--- src/rtl/qdec_ctx_arbiter.sv ---
// Arbiter/sequencer for the CABAC context-state memory: shares one port between
// decoder write-backs, slice-init writes and context reads, with RAW forwarding.
module qdec_ctx_arbiter #(
  parameter int unsigned ADDR_W  = 10,
  parameter int unsigned STATE_W = 7
) (
  input  logic               clk,
  input  logic               rst,
  input  logic               init_vld,
  input  logic [ADDR_W-1:0]  init_addr,
  input  logic [STATE_W-1:0] init_data,
  output logic               init_rdy,
  input  logic               rd_req,
  input  logic [ADDR_W-1:0]  rd_addr,
  output logic               rd_gnt,
  output logic [STATE_W-1:0] ctxState,
  output logic               ctxState_vld,
  input  logic               ctxState_rdy,
  input  logic [STATE_W-1:0] ctxStateUpdate,
  input  logic               ctxStateUpdate_vld,
  output logic               ctxStateUpdate_rdy,
  output logic [ADDR_W-1:0]  ctx_addr,
  output logic [7:0]         ctx_wdata,
  input  logic [7:0]         ctx_rdata,
  output logic               ctx_we,
  output logic               ctx_re,
  output logic               busy
);

  localparam int unsigned MemW = 8;

  typedef enum logic [1:0] {IDLE, RD, HOLD} rdState_t;

  rdState_t           state;
  rdState_t           stateNext;
  logic [ADDR_W-1:0]  pendAddr;
  logic [ADDR_W-1:0]  updAddr;
  logic [STATE_W-1:0] stateQ;
  logic               owed;
  logic [STATE_W-1:0] wrData;
  logic               wbWe;
  logic               initWe;
  logic               rdAccept;
  logic               wrHit;
  logic               unusedRdata;

  assign unusedRdata = ctx_rdata[MemW-1];

  // Port arbitration (write-back > init > read) and read FSM next state
  always_comb begin
    stateNext = state;
    wbWe      = ctxStateUpdate_vld;
    initWe    = init_vld & ~ctxStateUpdate_vld;
    rd_gnt    = (state == IDLE) & ~ctxStateUpdate_vld & ~init_vld & ~rst;
    rdAccept  = rd_req & rd_gnt;
    ctx_we    = wbWe | initWe;
    ctx_re    = rdAccept;
    wrData    = wbWe ? ctxStateUpdate : init_data;
    ctx_addr  = wbWe ? updAddr : (initWe ? init_addr : rd_addr);
    ctx_wdata = MemW'({1'b0, wrData});
    wrHit     = ctx_we & (ctx_addr == pendAddr);
    case (state)
      IDLE:    if (rdAccept) stateNext = RD;
      RD:      stateNext = HOLD;
      HOLD:    if (ctxState_rdy) stateNext = IDLE;
      default: stateNext = IDLE;
    endcase
  end

  // A write landing on the pending address wins over the stale memory data
  always_ff @(posedge clk) begin
    if (rst) begin
      state    <= IDLE;
      pendAddr <= '0;
      updAddr  <= '0;
      stateQ   <= '0;
      owed     <= 1'b0;
    end else begin
      state <= stateNext;
      if (rdAccept) pendAddr <= rd_addr;
      if (state == RD) begin
        stateQ <= wrHit ? wrData : ctx_rdata[STATE_W-1:0];
      end else if ((state == HOLD) && wrHit) begin
        stateQ <= wrData;
      end
      if ((state == HOLD) && ctxState_rdy) begin
        updAddr <= pendAddr;
        owed    <= 1'b1;
      end else if (wbWe) begin
        owed <= 1'b0;
      end
    end
  end

  assign ctxState           = stateQ;
  assign ctxState_vld       = (state == HOLD);
  assign busy               = (state != IDLE) | owed;
  assign ctxStateUpdate_rdy = 1'b1;
  assign init_rdy           = ~ctxStateUpdate_vld;

endmodule

--- config.mk ---
export PLATFORM = sky130hd
export DESIGN_NAME = qdec_ctx_arbiter
export DESIGN_NICKNAME = d
export VERILOG_FILES = /design/src/rtl/qdec_ctx_arbiter.sv
export SDC_FILE = /design/constraint.sdc
export NUM_CORES = 1
export LEC_CHECK = 0
export ABC_AREA = 1
export BUFFER_PORTS_ARGS = -buffer_cell sky130_fd_sc_hd__buf_2
export CAP_MARGIN = 20
export CORE_ASPECT_RATIO = 1.5
export CORE_MARGIN = 1.5
export CORE_UTILIZATION = 44
export DETAILED_ROUTE_END_ITERATION = 8
export PLACE_DENSITY = 0.88
export SKIP_CTS_REPAIR_TIMING = 1
export SLEW_MARGIN = 20
export SYNTH_ARGS = -nofsm -noshare
export SYNTH_HDL_FRONTEND = slang
export SYNTH_SLANG_ARGS = --single-unit
export TNS_END_PERCENT = 50
--- constraint.sdc ---
create_clock -name clk -period 1.5 [get_ports clk]
set_clock_uncertainty 0.05 [all_clocks]
set_input_delay 0.225 -clock clk [delete_from_list [all_inputs] [get_ports clk]]
set_output_delay 0.225 -clock clk [all_outputs]
set_load 0.05 [all_outputs]
==> flow_summary_export.csv, run 1 <==
group,metric,value,unit
logic_synthesis,async_flop_share,0,%
outcome,status,"complete, but fails checks",
logic_synthesis,ys_types,25,
critical_path,rrSetupSlack,-180,ps
routing,antenna_left,0,
sta,setup_viol,13,
logic_synthesis,yosysTopAreaCell,"dfxtp_1",
power_and_ir_drop,ir_drop,0.564,mV
critical_path,cp.required,1680,ps
final_layout,fin_util,72.7,%
global_routing,grt_antenna_before_repair,0,
placement,hpwl,4530,µm
floorplan,num_rows,29,
logic_synthesis,synth-seq-cells,30,
floorplan,core-area,4320,µm²
routing,wl_per_cell,13.7,µm
cts,cts_max_level,2,
critical_path,crit_start,"updAddr[4]",
logic_synthesis,ys_top_cells_by_area,"dfxtp_1 (30%), nand2_1 (17%), inv_1 (15%)",
logic_synthesis,synth_top_area_share,30.0,%
sta,hold_violations,0,
critical_path,critPathLaunchType,"flop",
logic_synthesis,syn_area,2000,µm²
global_routing,grt_pass1_wl,9520,µm
power_and_ir_drop,power.density,755,nW/µm²
global_routing,grt_overflow_total,0,
final_layout,fill_cells,318,
floorplan,io_pins,80,
outcome,violations,"DRC, setup timing",
sta,tns,-1480,ps
critical_path,path_max_fanout,8,
routing,vias,2574,
cts,cts_root_buf,"clkbuf_8",
critical_path,r2r_start,"updAddr[4]",
cts,clk_pin_slew,70,ps
logic_synthesis,ys_seq_area_share,30.0,%
sta,min_period,1680,ps
critical_path,arrival,1860,ps
run,cap_viol_max_count,0,
logic_synthesis,synth-edff-count,0,
cts,cts.sinks,30,
hold_path,hold_class,"in -> reg",
placement,io_buffers,76,
logic_synthesis,synth_most_common_cell,"nand2_1",
cts,numCtsBuffers,5,
floorplan,die_y,85.6,µm
sta,layout_setup_ws,-181,ps
final_layout,nNetsFinal,492,
placement,place_ws,-399,ps
floorplan,die_w,58.1,µm
critical_path,worst_r2r_path_depth,13,
critical_path,critPathCapture,"ctxState[1]",
critical_path,r2r_end,"ctxState[1]",
logic_synthesis,yosys_warnings,0,
final_layout,drive_gt1_share,44.7,%
floorplan,dieArea,4970,µm²
final_layout,area_growth,56.8,%
global_routing,grt_use_total,24.8,%
sta,max_freq,595,MHz
routing,first_iter_violations,166,
routing,remaining_drc_errors,10,
critical_path,endpoint_kind,"flop",
sta,finalCritPeriodShare,112,%
routing,viasPerCell,5.24,
logic_synthesis,syn_nets,384,
cts,cts_tree,"built",
cts,cts_buffer_depth,2,
power_and_ir_drop,finalPower,2.37,mW
sta,final_max_slew_viol_count,0,
final_layout,diodes,0,
floorplan,start_util,46.4,%
logic_synthesis,avgSynthCellArea,5.96,µm²
global_routing,grt_pass1_vias,2288,
power_and_ir_drop,power.leakage,1.74,nW
cts,insertion_delay,290,ps
logic_synthesis,synth-main-ff-cell,"dfxtp_1",
global_routing,grt_max_degree,29,
sta,rsz0062_at_grt,"true",
logic_synthesis,synth_common_cells,"nand2_1 (92), inv_1 (80), dfxtp_1 (30)",
routing,wl,6710,µm
critical_path,path_class,"reg -> reg",
placement,gp_congestion,0.965,
logic_synthesis,synth_cells,336,
routing,drt_pass1_iterations,8,
## logic make-up (layout without fill, tap and decap cells)
group,Yosys count,after routing,synth area share (%)
AOI/OAI and AO/OA,58,58,15.9
DFF,30,30,30.0
other,2,2,0.375
and+or+nand+nor,152,152,35.0
buffers and inverters,94,203,18.7
## where the power goes
group          internal, mW  switching [mW]
logic                 0.333           0.514
clock network         0.370           0.320
registers             0.820          0.0147
total                  1.52           0.849
## critical path, cell delays in order, from the launching register on
cell     delay [ps]
dfxtp_2         320
inv_2            40
nand2_2          80
nand3_2         100
buf_6           130
nand2_2          40
nand2_1          40
nor2_1          100
nand2_1          80
nor2_2          150
nand3_4         180
nand3_2         110
nand2_1          80
a21oi_2         120
## worst min path at each step
stage	start	to	slack, ps	cells past startpoint
floorplan	rst	owed	240	1
global placement	updAddr[4]	updAddr[4]	390	2
detailed placement	updAddr[5]	updAddr[5]	390	2
CTS	rst	owed	100	2
global route	rst	owed	120	2
finish	rst	owed	100	2
## metal layers
metal | up-vias | part of all wire [%] | track usage (%) | wire length, µm
met2 | 142 | 54 | 45.8 | 3650
met5 | - | 0 | 0 | 0
met4 | 0 | 3.7 | 11.2 | 246
met3 | 28 | 7.9 | 4.37 | 530
met1 | 1160 | 34 | 26.5 | 2290
li1 | 1244 | - | - | -
## cells in the final DEF (no fill, tap or decap), drive strengths merged
cell type / Yosys / final
inv: 82 / 80
conb: 2 / 2
a21oi: 29 / 29
nand4: 14 / 14
nor3: 2 / 2
or2: 8 / 8
clkinvlp: 0 / 2
nand2: 95 / 95
dfxtp: 30 / 30
nand3b: 1 / 1
nor2: 12 / 12
nand3: 20 / 20
clkinv: 1 / 2
buf: 5 / 112
clkbuf: 6 / 7
o21a: 1 / 1
o21ai: 28 / 28
## per-stage QoR
stage                     std cells  area (µm²)  hold WS, ps
after detailed placement        481        2690          393
final                           491        3140          103
after CTS                       489        2780          103
after floorplan                 336        2060          244
after global placement          481        2690          389
after global routing            491        3140          122
## registers in the layout, summed over array words and instances, names as in the netlist
signal    count
updAddr      10
pendAddr     10
owed          1
state         2
ctxState      7
## area by class of cell
| cell class | instances | area (µm²) | share of cell area (%) |
|---|---|---|---|
| clock buffers | 7 | 86.3 | 2.75 |
| multi-input cells | 212 | 1210 | 38.6 |
| flip-flops and latches | 30 | 607 | 19.3 |
| inverters | 83 | 329 | 10.5 |
| clock inverters | 1 | 5.00 | 0.159 |
| well taps | 46 | 57.6 | 1.83 |
| repair buffers | 112 | 842 | 26.8 |
(Power assumes the default switching activity.)
==> run 2, diff against run 1 <==
--- a/config.mk
+++ b/config.mk
@@ -11,7 +11,7 @@
 export CORE_ASPECT_RATIO = 1.5
 export CORE_MARGIN = 1.5
-export CORE_UTILIZATION = 44
+export CORE_UTILIZATION = 49
 export DETAILED_ROUTE_END_ITERATION = 8
-export PLACE_DENSITY = 0.88
+export PLACE_DENSITY = 0.92
 export SKIP_CTS_REPAIR_TIMING = 1
 export SLEW_MARGIN = 20
==> constraint.sdc (replaced) <==
create_clock -name clk -period 1.9 [get_ports clk]
set_clock_uncertainty 0.05 [all_clocks]
set_input_delay 0.19 -clock clk [delete_from_list [all_inputs] [get_ports clk]]
set_output_delay 0.19 -clock clk [all_outputs]
set_load 0.05 [all_outputs]
==> run 2 against run 1 <==
The run now ends clean. First-iteration DRC count shrank 27%. Power shrank 31%. Global-route usage shrank 0.19 points. Register-to-register slack gained 480 ps. Flip-flop and latch count is the same. Critical path depth shrank 7. Non-clock buffer count shrank 26. Hold slack lost 26 ps. Sequential share of layout area grew 3.8 points. Cell count shrank 5.7%. Sequential power shrank 21%. Combinational power shrank 40%. Critical endpoint is now ctx_re. Highest routed layer unchanged.
==> flow_summary_export.csv, run 2 (synthesis gave the netlist of run 1 again) <==
group,metric,value,unit
outcome,status,"completed",
sta,rsz0062_at_grt,"false",
routing,antenna_left,0,
placement,gp_congestion,0.828,
placement,place_ws,21.5,ps
final_layout,fin_util,66.1,%
global_routing,grt_pass1_wl,8720,µm
sta,final_max_slew_viol_count,0,
power_and_ir_drop,finalPower,1.64,mW
global_routing,grt_pass1_vias,2091,
cts,cts_tree,"built",
global_routing,grt_max_degree,22,
final_layout,area_growth,29.5,%
critical_path,cp_cell_sequence,"nor2_1 -> inv_1 -> nor3_4 -> nand2_2 -> inv_8 -> buf_2",
routing,vias,2329,
global_routing,grt_antenna_before_repair,0,
power_and_ir_drop,switching_share,35.6,%
cts,cts_root_buf,"clkbuf_8",
floorplan,core-area,3920,µm²
run,cap_viol_max_count,0,
power_and_ir_drop,ir_drop,0.597,mV
routing,wl,5360,µm
power_and_ir_drop,power_frac_seq,40.0,%
hold_path,hold_class,"in -> reg",
cts,cts_buffer_depth,2,
final_layout,diodes,0,
sta,finalCritPeriodShare,92.3,%
critical_path,slowest_stage,"dfxtp_1",
routing,first_iter_violations,121,
critical_path,endpoint_kind,"primary output",
power_and_ir_drop,power.density,634,nW/µm²
placement,dpl.cell_count,456,
floorplan,io_pins,80,
cts,clk_pin_slew,60,ps
final_layout,final_cell_mix,"nand2_1 (91), inv_1 (78), buf_2 (76)",
floorplan,start_util,51.1,%
critical_path,slowest_delay,330,ps
cts,cts.sinks,30,
power_and_ir_drop,internal-power,1.06,mW
floorplan,dieArea,4490,µm²
power_and_ir_drop,power.leakage,1.49,nW
sta,setup_viol,0,
final_layout,mostFrequentLayoutCell,"nand2_1",
routing,remaining_drc_errors,0,
critical_path,cp.required,1660,ps
critical_path,cp_top_family,"simple AND/OR/NAND/NOR gates",
routing,drt_pass1_iterations,4,
global_routing,grt_overflow_total,0,
routing,viasPerCell,5.03,
power_and_ir_drop,clock_power_share,29.0,%
floorplan,die_w,55.2,µm
final_layout,nNetsFinal,466,
critical_path,path_max_fanout,5,
final_layout,drive_gt1_share,28.7,%
sta,tns,0,ps
final_layout,final_cells,463,
cts,cts_max_level,2,
sta,hold_violations,0,
sta,min_period,1750,ps
floorplan,num_rows,28,
critical_path,arrival,1510,ps
power_and_ir_drop,p_sw,586,µW
placement,hpwl,4130,µm
sta,layout_setup_ws,147,ps
critical_path,crit_buf_inv,3,
cts,insertion_delay,280,ps
floorplan,die_y,81.3,µm
critical_path,critPathLaunchType,"flop",
placement,io_buffers,76,
power_and_ir_drop,p_comb_share,31.1,%
global_routing,grt_use_total,24.6,%
cts,numCtsBuffers,5,
critical_path,path_class,"reg -> out",
sta,max_freq,570,MHz
routing,wl_per_cell,11.6,µm
run 2: cell count changes in the layout (fill, tap and decap cells not counted), sizes merged:
cell      previous run  this run
buf                112        86
clkinv               2         1
clkinvlp             2         1
inv                 80        81
run 2: layer usage:
layer,up-vias,track usage (%),share of wire (%)
li1,1194,-,-
met1,1024,24.8,37
met2,93,47.1,54
met3,18,4.14,6.9
met4,0,14.1,2.8
met5,-,0,0
run 2: cell type report:
type                    count  area, µm²
clock buffers               7       76.3
fillers                   360       1330
inverters                  83        323
multi-input cells         212       1050
flip-flops and latches     30        601
well taps                  45       56.3
repair buffers             86        493
run 2: worst register-to-register path, cell delays in order (launching register included):
cell and delay [ps]:
dfxtp_1 310, inv_1 40, nand2_1 70, nand3_1 140, nand2_1 120, nand2_1 50
nor2_1 100, nand2_1 70, nor2_2 90, nand3_2 180, nand2_4 190, a21oi_2 80
run 2: path summary, 6_finish.rpt:
path / endpoint / slack [ps] / depth (start not counted) / from
worst max-delay path: ctx_re / 150 / 6 / state[0]
worst min-delay path: owed / 80 / 2 / rst
worst max register to register: ctxState[2] / 300 / 11 / updAddr[0]
worst min register to register: updAddr[0] / 400 / 2 / updAddr[0]
run 2: stage by stage:
step / hold WS, ps / area [µm²]
5_1_grt: 72.3 / 2590
2_1_floorplan: 209 / 2060
3_3_place_gp: 363 / 2520
4_1_cts: 70.7 / 2590
3_5_place_dp: 369 / 2520
6_report: 77.7 / 2590
run 2: power by group through the flow:
stage / clock [mW] / sequential, mW / combinational, mW
global placement: 0 / 0.670 / 0.497
floorplan: 0 / 0.688 / 0.349
CTS: 0.483 / 0.657 / 0.511
finish: 0.476 / 0.657 / 0.511
detailed placement: 0 / 0.670 / 0.508
global route: 0.512 / 0.658 / 0.559
